## src/rtl/instruction_fetch.sv

```systemverilog
// Fetch stage: PC register drives a zero-latency program memory; the returned word is
// registered and offered to the decoder with its PC, with stall, redirect/flush and halt.
module instruction_fetch #(
  parameter int unsigned           ADDR_WIDTH = 8,
  parameter logic [ADDR_WIDTH-1:0] RESET_PC   = '0,
  parameter logic [31:0]           HALT_WORD  = 32'hFFFF_FFFF
) (
  input  logic                  clk_i,
  input  logic                  rst_ni,
  input  logic                  enable_i,
  output logic [ADDR_WIDTH-1:0] imem_addr_o,
  input  logic [31:0]           imem_instr_i,
  input  logic                  redirect_i,
  input  logic [ADDR_WIDTH-1:0] redirect_pc_i,
  output logic [31:0]           instr_o,
  output logic [ADDR_WIDTH-1:0] pc_o,
  output logic                  valid_o,
  input  logic                  ready_i,
  output logic                  halted_o,
  output logic [15:0]           fetch_count_o,
  output logic [1:0]            state_o
);

  typedef enum logic [1:0] {
    S_IDLE   = 2'd0,
    S_RUN    = 2'd1,
    S_HALTED = 2'd2
  } state_t;

  state_t                r_state;
  state_t                w_state_d;
  logic [ADDR_WIDTH-1:0] r_pc;
  logic [ADDR_WIDTH-1:0] w_pc_d;
  logic [31:0]           r_instr;
  logic [ADDR_WIDTH-1:0] r_pc_out;
  logic                  r_valid;
  logic                  w_valid_d;
  logic [15:0]           r_count;
  logic                  w_load;
  logic                  w_accept;
  logic                  w_is_halt;

  // Handshake: a transfer happens on a rising edge where valid_o && ready_i; while
  // valid_o && !ready_i the offered instr_o/pc_o and the PC are frozen.
  assign w_accept  = r_valid && ready_i;
  assign w_is_halt = (imem_instr_i == HALT_WORD);

  always_ff @(posedge clk_i or negedge rst_ni) begin
    if (!rst_ni) r_state <= S_IDLE;
    else         r_state <= w_state_d;
  end

  always_comb begin
    w_state_d = r_state;
    w_pc_d    = r_pc;
    w_valid_d = r_valid;
    w_load    = 1'b0;
    // Redirect wins over everything and suppresses the load in its own cycle.
    if (redirect_i) begin
      w_state_d = S_RUN;
      w_pc_d    = {redirect_pc_i[ADDR_WIDTH-1:2], 2'b00};
      w_valid_d = 1'b0;
    end else begin
      case (r_state)
        S_IDLE: begin
          if (enable_i) w_state_d = S_RUN;
        end
        S_RUN: begin
          if (enable_i && (!r_valid || ready_i)) begin
            w_load    = 1'b1;
            w_valid_d = 1'b1;
            if (w_is_halt) w_state_d = S_HALTED;
            else           w_pc_d    = r_pc + ADDR_WIDTH'(4);
          end else if (w_accept) begin
            w_valid_d = 1'b0;
          end
        end
        S_HALTED: begin
          if (w_accept) w_valid_d = 1'b0;
        end
        default: w_state_d = S_IDLE;
      endcase
    end
  end

  always_ff @(posedge clk_i or negedge rst_ni) begin
    if (!rst_ni) begin
      r_pc     <= RESET_PC;
      r_instr  <= '0;
      r_pc_out <= '0;
      r_valid  <= 1'b0;
      r_count  <= '0;
    end else begin
      r_pc    <= w_pc_d;
      r_valid <= w_valid_d;
      if (w_load) begin
        r_instr  <= imem_instr_i;
        r_pc_out <= r_pc;
      end
      // An accept in a redirect cycle still counts; the count saturates.
      if (w_accept && (r_count != 16'hFFFF)) r_count <= r_count + 16'd1;
    end
  end

  assign imem_addr_o   = r_pc;
  assign instr_o       = r_instr;
  assign pc_o          = r_pc_out;
  assign valid_o       = r_valid;
  assign halted_o      = (r_state == S_HALTED);
  assign fetch_count_o = r_count;
  assign state_o       = r_state;

endmodule

```

## config.mk

```make
export PLATFORM = sky130hd
export DESIGN_NAME = instruction_fetch
export DESIGN_NICKNAME = d
export VERILOG_FILES = /design/src/rtl/instruction_fetch.sv
export SDC_FILE = /design/constraint.sdc
export NUM_CORES = 1
export LEC_CHECK = 0
export ABC_AREA = 1
export ABC_CLOCK_PERIOD_IN_PS = 2000
export CAP_MARGIN = 20
export CORE_ASPECT_RATIO = 1.2
export CORE_MARGIN = 1
export CORE_UTILIZATION = 39
export CTS_CLUSTER_DIAMETER = 150
export DETAILED_ROUTE_END_ITERATION = 10
export GPL_ROUTABILITY_DRIVEN = 0
export GPL_TIMING_DRIVEN = 0
export PLACE_DENSITY = 0.71
export SYNTH_ARGS = -nofsm -noshare
export SYNTH_HDL_FRONTEND = slang
export SYNTH_SLANG_ARGS = --single-unit
```

## constraint.sdc

```tcl
create_clock -name clk_i -period 2 [get_ports clk_i]
set_input_delay 0.4 -clock clk_i [delete_from_list [all_inputs] [get_ports clk_i]]
set_output_delay 0.4 -clock clk_i [all_outputs]
set_load 0.05 [all_outputs]
```

### Word level (Yosys, flattened, before mapping)

Index checks and enable logic that the tools add are counted.

| cells by class | value |
|---|---|
| bitwise logic cells | 0 |
| reductions and logical operators | 11 |
| divide/modulo/power cells | 0 |
| shift operators | 0 |
| add/subtract/negate cells | 2 |
| eq/ne operators | 9 |
| order comparisons | 0 |
| mux-type cells | 16 |
| multipliers | 0 |

Operators with widths:

| kind | number |
|---|---|
| $eq A32 B32 Y1 const B | 1 |
| $mux W8 | 4 |
| $add A16 B1 Y16 const B | 1 |
| $ne A16 B16 Y1 const B | 1 |
| $ne A3 B3 Y1 const B | 3 |
| $add A8 B3 Y8 const B | 1 |
| $mux W2 | 4 |
| $mux W1 | 6 |
| $pmux W2 S3 | 1 |
| $ne A2 B2 Y1 const B | 2 |
| $reduce_and A4 Y1 | 1 |
| $reduce_bool A2 Y1 | 2 |
| $logic_and A1 B1 Y1 | 3 |
| $reduce_and A3 Y1 | 1 |
| $reduce_bool A3 Y1 | 1 |
| $eq A2 B1 Y1 const B | 1 |
| $eq A2 B2 Y1 const B | 1 |
| $logic_not A2 Y1 | 1 |
| $pmux W1 S2 | 1 |
| $logic_not A1 Y1 | 1 |
| $logic_or A1 B1 Y1 | 1 |

| storage, ports and cells | value |
|---|---|
| output and inout port bits | 68 |
| register bits after elaboration | 67 |
| logic and storage cells | 44 |
| memories kept | 0 |
| latch bits | 0 |
| bits of input ports | 45 |
| bits in read-only memories | 0 |
| memory bits (writable) | 0 |

### Depth between registers and ports, before layout

Gate-level depths: netlist (run 1).

| logic depth | value |
|---|---|
| depth in word-level cells | 6 |
| mapped depth | 9 |

### Worst setup path before layout (run 1)

OpenSTA, ideal clock, no wires.

| timing path | value |
|---|---|
| path kind | reg-to-reg |
| start point | register r_count[1], in the netlist fetch_count_o[1] |
| end point | register r_count[14], in the netlist fetch_count_o[14] |
| stages on the path, launching flop included | 10 |
| setup slack | 0.156 ns |
| data arrival time | 1.726 ns |
| data required time | 1.882 ns |
| library setup time | 0.118 ns |
| path buffers | 1 |
| clock period less this slack | 1.844 ns |
| cells stage by stage | dfrtp_1 > ha_1 > nand3_4 > nor2_4 > nand3_4 > nand2_8 > inv_4 > buf_6 > nand2_1 > nand2_1 |

| between the ends | value |
|---|---|
| word-level cells in the longest chain between the ends | 2 |
| elaborated cells on any way between the ends | 3 |
| those cells by class | add/sub (1); eq/ne (1); reduce/logical (1) |

RTL lines:

| what | RTL line | source |
|---|---|---|
| start, declared | 38 | `logic [15:0] r_count;` |
| start signal, assigned | 101 | `if (w_accept && (r_count != 16'hFFFF)) r_count <= r_count + 16'd1;` |
| parallel branches: the longest is 2 deep, another holds $add A16 B1 Y16 | - |  |

Parallel ways; which one is timed is not known.
A chain may end at the register's enable or synchronous reset.

### Final worst setup path (run 1)

| timing path | value |
|---|---|
| start point | register r_state[0], in the netlist state_o[0] |
| end point | output state_o[0] |

RTL lines:

| what | RTL line | source |
|---|---|---|
| start, declared | 30 | `state_t r_state;` |
| start signal, assigned | 50 | `else r_state <= w_state_d;` |
| end, declared | 21 | `output logic [1:0] state_o` |

No word-level cell between the ends.

==> results of run 1 <==
[path summary, 6_finish.rpt]
kind,cells past startpoint,to,startpoint
max reg2reg,7,instr_o[30]$_DFFE_PN0P_,state_o[1]$_DFFE_PN0P_
max,1,state_o[0],state_o[0]$_DFFE_PN0P_
min,1,fetch_count_o[3]$_DFFE_PN0P_,rst_ni
max in group asynchronous,1,state_o[1]$_DFFE_PN0P_,rst_ni
min in group clk_i,2,pc_o[4]$_DFFE_PN0P_,pc_o[4]$_DFFE_PN0P_
min reg2reg,2,pc_o[4]$_DFFE_PN0P_,pc_o[4]$_DFFE_PN0P_
[placed cells by master, fill, tap and decap left out, types with 3 or more instances in the layout]
cell / Yosys / final
inv_1: 22 / 22
o21ai_0: 9 / 9
o21ai_1: 4 / 4
dlygate4sd2_1: 0 / 18
clkbuf_8: 0 / 12
xnor2_1: 8 / 8
buf_2: 8 / 8
buf_4: 4 / 5
nand4_1: 3 / 3
nand2_1: 190 / 190
nor2_1: 25 / 25
clkinvlp_4: 0 / 3
clkdlybuf4s50_1: 0 / 82
xor2_1: 3 / 3
clkbuf_1: 3 / 3
nand3_1: 62 / 62
dfrtp_1: 63 / 63
dlymetal6s2s_1: 0 / 5
conb_1: 1 / 4
[layer usage]
metal	track usage (%)	vias up	wire length (um)
met5	0	-	0
li1	-	1583	-
met1	25.9	1455	3710
met3	6.46	6	612
met2	35.5	98	4200
met4	8.08	0	84
[cells by family after synthesis]
kind of cell / after synthesis / synth area share, %
buf+inv: 42 / 6.13
fa+ha+maj: 2 / 0.766
simple gates: 290 / 38.8
compound gates: 18 / 2.95
other cells: 1 / 0.115
xor+xnor: 11 / 2.95
flops: 63 / 48.3
[layout make-up]
| class | instances | area share (%) |
|---|---|---|
| clock inverters | 4 | 1.13 |
| inverters | 23 | 1.91 |
| flip-flops and latches | 63 | 33.8 |
| repair buffers | 106 | 22.5 |
| well taps | 95 | 2.55 |
| plain buffers | 19 | 2.39 |
| clock buffers | 12 | 3.54 |
| multi-input cells | 325 | 32.2 |
[flip-flops by register name, indices dropped and copies added, names as in the netlist]
register and count:
fetch_count_o 16, imem_addr_o 6, instr_o 32, pc_o 6, state_o 2, valid_o 1
[power groups by stage]
| stage | Combinational, W | Clock (W) | Sequential, W |
|---|---|---|---|
| floorplan | 0.000424 | 0 | 0.00253 |
| global placement | 0.00192 | 0 | 0.00174 |
| detailed placement | 0.00195 | 0 | 0.00174 |
| CTS | 0.00192 | 0.00122 | 0.00172 |
| global route | 0.00202 | 0.00128 | 0.00175 |
| finish | 0.00190 | 0.00119 | 0.00172 |
[what timing repair did]
action,4_1_cts,5_1_grt
cloned,0,0
gates resized for setup,18,5
setup endpoints to repair,18,5
[stage by stage]
stage	hold WS [ns]	setup WS (ns)	power, W	cells
detailed placement	0.458	-0.0543	0.00369	631
global placement	0.455	-1.58	0.00366	631
finish	0.145	0.0505	0.00481	647
CTS	0.161	0.00425	0.00485	647
floorplan	0.104	0.156	0.00295	430
global route	0.204	0.00432	0.00505	647
==> impl_metrics.csv, run 1 <==
group,metric,value,unit
timing,worst_slew_pin_slew,0.803,ns
cells_and_area,fill_cells,778,
cells_and_area,fin_util,57.5,%
worst_hold_path,min_path_type,"primary input to asynchronous set/reset pin",
power,powerDensity,1030,nW/um^2
power,ir_worst_vdd,0.471,mV
timing,fmax,0.513,GHz
route,drt_iter0_markers,129,
timing,final-hold-violation-count,0,
synthesis,synth_edf_count,0,
clock_tree,cts_tree,"built",
route,wirelength,8.60,mm
clock_tree,clk_pin_slew,0.08,ns
placed_design,numPortBuffers,106,
global_route,grt_start_max_net_pins,64,
cells_and_area,drive_gt1_share,7.25,%
synthesis,synthesis.area,3270,um^2
setup_path,cp-end-kind,"output port",
timing,setup_viol,0,
clock_tree,clock_latency,0.34,ns
status,status,"finished, final reports clean",
setup_path,crit_type,"register to output port",
synthesis,synth_cells,427,
clock_tree,htreeDepth,3,
power,seqPwrFrac,35.7,%
synthesis,avgSynthCellArea,7.65,um^2
timing,tns,0,ns
floorplanning,ios,113,
synthesis,synth_common_cells,"190 x nand2_1, 63 x dfrtp_1, 62 x nand3_1",
cells_and_area,ff_latch_area,1580,um^2
floorplanning,dieArea,8750,um^2
synthesis,synth.area.top_cells,"dfrtp_1 48%, nand2_1 22%, nand3_1 9.5%, nor2_1 2.9%, inv_1 2.5%",
power,combPwrFrac,39.5,%
synthesis,yosysTopAreaCell,"dfrtp_1",
floorplanning,start_util,40.3,%
clock_tree,cts_root_buffer,"clkbuf_8",
cells_and_area,syn_to_final_growth,42.7,%
synthesis,ys_types,28,
cells_and_area,final_area,4660,um^2
route,drc,0,
cells_and_area,antenna_cells,0,
setup_path,crit_slowest_cell,"clkdlybuf4s50_1",
setup_path,rrSetupSlack,0.33,ns
global_route,grt_pass1_vias,3150,
run,drv_cap,0,
floorplanning,num_rows,36,
route,drtPass1Iterations,4,
global_route,antenna_found_initial,0,
route,routed_via_density,4.86,
setup_path,critical_path.top_delay_family,"buffers and inverters",
power,clkPwrFrac,24.7,%
clock_tree,cts_hold_buffers,0,
synthesis,ys_seq_area_share,48.3,%
clock_tree,post-cts-setup-buffer-count,0,
synthesis,synth_top_area_share,48.3,%
clock_tree,clock_sinks,63,
cells_and_area,fin_nets,594,
route,final_antenna_net_count,0,
route,num_vias,3142,
timing,slew_violations,0,
cells_and_area,multi_input_area,1500,um^2
timing,rsz0062_at_grt,"false",
setup_path,crit_arrival,1.55,ns
synthesis,yosys_warnings,0,
timing,slew_headroom,46.5,%
global_route,track_usage,21.2,%
synthesis,ys.flop_type,"dfrtp_1",
floorplanning,core_area,8110,um^2
setup_path,critPathMaxFanout,3,
floorplanning,die_x,85.6,um
synthesis,async_reset_ff_share,100,%
setup_path,critPathRequiredTime,1.60,ns
synthesis,synth.most_common_cell,"nand2_1",
clock_tree,cts.path.max_buffers,2,
setup_path,cp_cell_sequence,"clkdlybuf4s50_1",
timing,fin_crit_sh,97.5,%
global_route,grt_overflow_total,0,
setup_path,slowest_delay,0.83,ns
placed_design,placedInstanceArea,4460,um^2
synthesis,yosys_register_bits,63,
global_route,grt_pass1_wl,14.5,mm
timing,fin_skew,0.0116,ns
route,wl_per_cell,13.3,um
power,power.internal,0.00279,W
setup_path,crit_buf_inv,1,
power,power.leakage,2.39,nW
power,switchingPower,0.00202,W
power,netSwitchingFraction,41.9,%
floorplanning,die_height,102,um
setup_path,cp-start-kind,"register",
placed_design,post-dp-hpwl,6.41,mm
timing,period_needed,1.95,ns
clock_tree,cts_buffers,9,
(Power assumes the default switching activity.)
==> inputs of run 2 (changes only) <==
- CORE_UTILIZATION: 39 -> 35
- PLACE_DENSITY: 0.71 -> unset
==> run 2 against run 1 <==
Critical path depth unchanged. Count of clock-buffer cells in the layout up 1. Hold slack better by 0.012 ns. Setup slack better by 0.0092 ns. Cell count up 3.6%. Wire length up 3.0%. Sequential power about the same. Design area down 0.19%. Critical path type unchanged. Via count down 0.83%. Core utilization down 6.0 points. Largest power group unchanged. Fmax up 0.48%. Non-clock buffer count unchanged.
==> impl_metrics.csv, run 2 (synthesis gave the netlist of run 1 again) <==
group,metric,value,unit
cells_and_area,drive_gt1_share,6.55,%
placed_design,post-dp-hpwl,6.74,mm
cells_and_area,final_common_cell,"nand2_1",
power,power.internal,0.00263,W
timing,setup_ws,0.0597,ns
power,seqPwrFrac,37.6,%
floorplanning,core_area,9030,um^2
status,status,"finished, final reports clean",
cells_and_area,syn_to_final_growth,42.5,%
setup_path,crit_arrival,1.54,ns
route,routed_via_density,4.65,
timing,fmax,0.515,GHz
global_route,antenna_found_initial,0,
cells_and_area,fill_cells,925,
timing,slew_headroom,46.2,%
route,drc,0,
setup_path,r2r_cells,7,
power,switchingPower,0.00196,W
setup_path,crit_type,"register to output port",
placed_design,pre_cts_ws,-0.0791,ns
clock_tree,htreeDepth,3,
route,drtPass1Iterations,4,
placed_design,placedInstanceArea,4490,um^2
route,wirelength,8.87,mm
cells_and_area,fin_nets,594,
timing,fin_crit_sh,97.0,%
cells_and_area,fin_cells,670,
power,power.leakage,2.42,nW
setup_path,critPathMaxFanout,4,
global_route,grt_pass1_vias,3051,
floorplanning,num_rows,38,
setup_path,crit_buf_inv,1,
placed_design,numPortBuffers,106,
route,wl_per_cell,13.2,um
timing,setup_viol,0,
timing,worst_slew_pin_slew,0.807,ns
timing,period_needed,1.94,ns
clock_tree,clk_pin_slew,0.07,ns
setup_path,critical_path.top_delay_family,"buffers and inverters",
clock_tree,clock_sinks,63,
floorplanning,dieArea,9730,um^2
clock_tree,cts_buffers,9,
route,final_antenna_net_count,0,
cells_and_area,largest_reg_flops,32,
clock_tree,clock_latency,0.33,ns
floorplanning,die_height,108,um
clock_tree,cts_tree,"built",
timing,slew_violations,0,
setup_path,cp-end-kind,"output port",
floorplanning,start_util,36.2,%
setup_path,cp-start-kind,"register",
power,clkPwrFrac,21.0,%
run,drv_cap,0,
floorplanning,die_x,90.2,um
timing,fin_skew,0.00741,ns
setup_path,cp_cell_sequence,"clkdlybuf4s50_1",
setup_path,slowest_delay,0.82,ns
timing,hold_ws,0.157,ns
placed_design,place_inst,656,
timing,tns,0,ns
clock_tree,cts_root_buffer,"clkbuf_8",
global_route,grt_overflow_total,0,
power,ir_worst_vdd,0.441,mV
power,combPwrFrac,41.4,%
cells_and_area,final_area,4650,um^2
timing,rsz0062_at_grt,"false",
setup_path,path_depth,1,
global_route,grt_pass1_wl,14.6,mm
floorplanning,ios,113,
route,drt_iter0_markers,151,
cells_and_area,most-common-layout-cells,"190 x nand2_1, 81 x clkdlybuf4s50_1, 63 x dfrtp_1",
setup_path,critPathRequiredTime,1.60,ns
cells_and_area,antenna_cells,0,
power,netSwitchingFraction,42.7,%
timing,final-hold-violation-count,0,
clock_tree,cts.path.max_buffers,2,
global_route,grt_start_max_net_pins,64,
power,powerDensity,984,nW/um^2
global_route,track_usage,19.3,%
setup_path,crit_slowest_cell,"clkdlybuf4s50_1",
route,num_vias,3116,
worst_hold_path,min_path_type,"primary input to asynchronous set/reset pin",
clock_tree,cts_hold_buffers,0,
[run 2: cell count changes in the layout (fill, tap and decap cells not counted)]
| cell | before | now |
|---|---|---|
| clkinv_2 | 0 | 1 |
| clkinvlp_4 | 3 | 0 |
| clkbuf_1 | 3 | 5 |
| clkdlybuf4s50_1 | 82 | 81 |
| dlymetal6s2s_1 | 5 | 9 |
| bufinv_16 | 1 | 0 |
| dlygate4sd2_1 | 18 | 15 |
| clkbuf_8 | 12 | 11 |
[run 2: worst paths after layout]
path                                                 start                      endpoint  slack [ns]
worst min register to register     instr_o[28]$_DFFE_PN0P_       instr_o[28]$_DFFE_PN0P_        0.47
max in group asynchronous                           rst_ni    imem_addr_o[2]$_DFFE_PN0P_        1.31
worst max register to register      state_o[1]$_DFFE_PN0P_        instr_o[6]$_DFFE_PN0P_        0.34
worst min-delay path                                rst_ni  fetch_count_o[4]$_DFFE_PN0P_        0.16
min in group clk_i                 instr_o[28]$_DFFE_PN0P_       instr_o[28]$_DFFE_PN0P_        0.47
worst max-delay path            imem_addr_o[6]$_DFFE_PN0P_                imem_addr_o[6]        0.06
[run 2: what timing repair did]
item                       4_1_cts  5_1_grt
resized for setup               15        9
setup endpoints to repair       15        9
setup buffers                    0        0
[run 2: layout make-up]
type | instances | area [um^2] | share of cell area (%)
flip-flops and latches | 63 | 1580 | 33.9
multi-input cells | 325 | 1500 | 32.3
repair buffers | 106 | 1060 | 22.8
clock buffers | 13 | 159 | 3.41
well taps | 120 | 150 | 3.23
plain buffers | 19 | 111 | 2.39
inverters | 23 | 88.8 | 1.91
clock inverters | 1 | 5.00 | 0.108
[run 2: per-stage QoR]
| stage | utilization, % | total power (W) |
|---|---|---|
| 6_report | 51.5 | 0.00458 |
| 5_1_grt | 51.5 | 0.00484 |
| 4_1_cts | 51.3 | 0.00464 |
| 3_5_place_dp | 49.7 | 0.00369 |
| 3_3_place_gp | 49.7 | 0.00367 |
| 2_1_floorplan | - | 0.00295 |
[run 2: power groups by stage]
stage	logic (W)	clock network, W	registers (W)
floorplan	0.000424	0	0.00253
global placement	0.00193	0	0.00174
detailed placement	0.00194	0	0.00175
CTS	0.00191	0.000999	0.00173
global route	0.00203	0.00106	0.00176
finish	0.00190	0.000963	0.00172
[run 2: per-layer routing]
layer,wire (um),track usage [%],up-vias
li1,-,-,1588
met1,3700,21.5,1414
met2,4200,32.3,103
met3,811,8.19,11
met4,157,8.06,0
met5,0,0,-
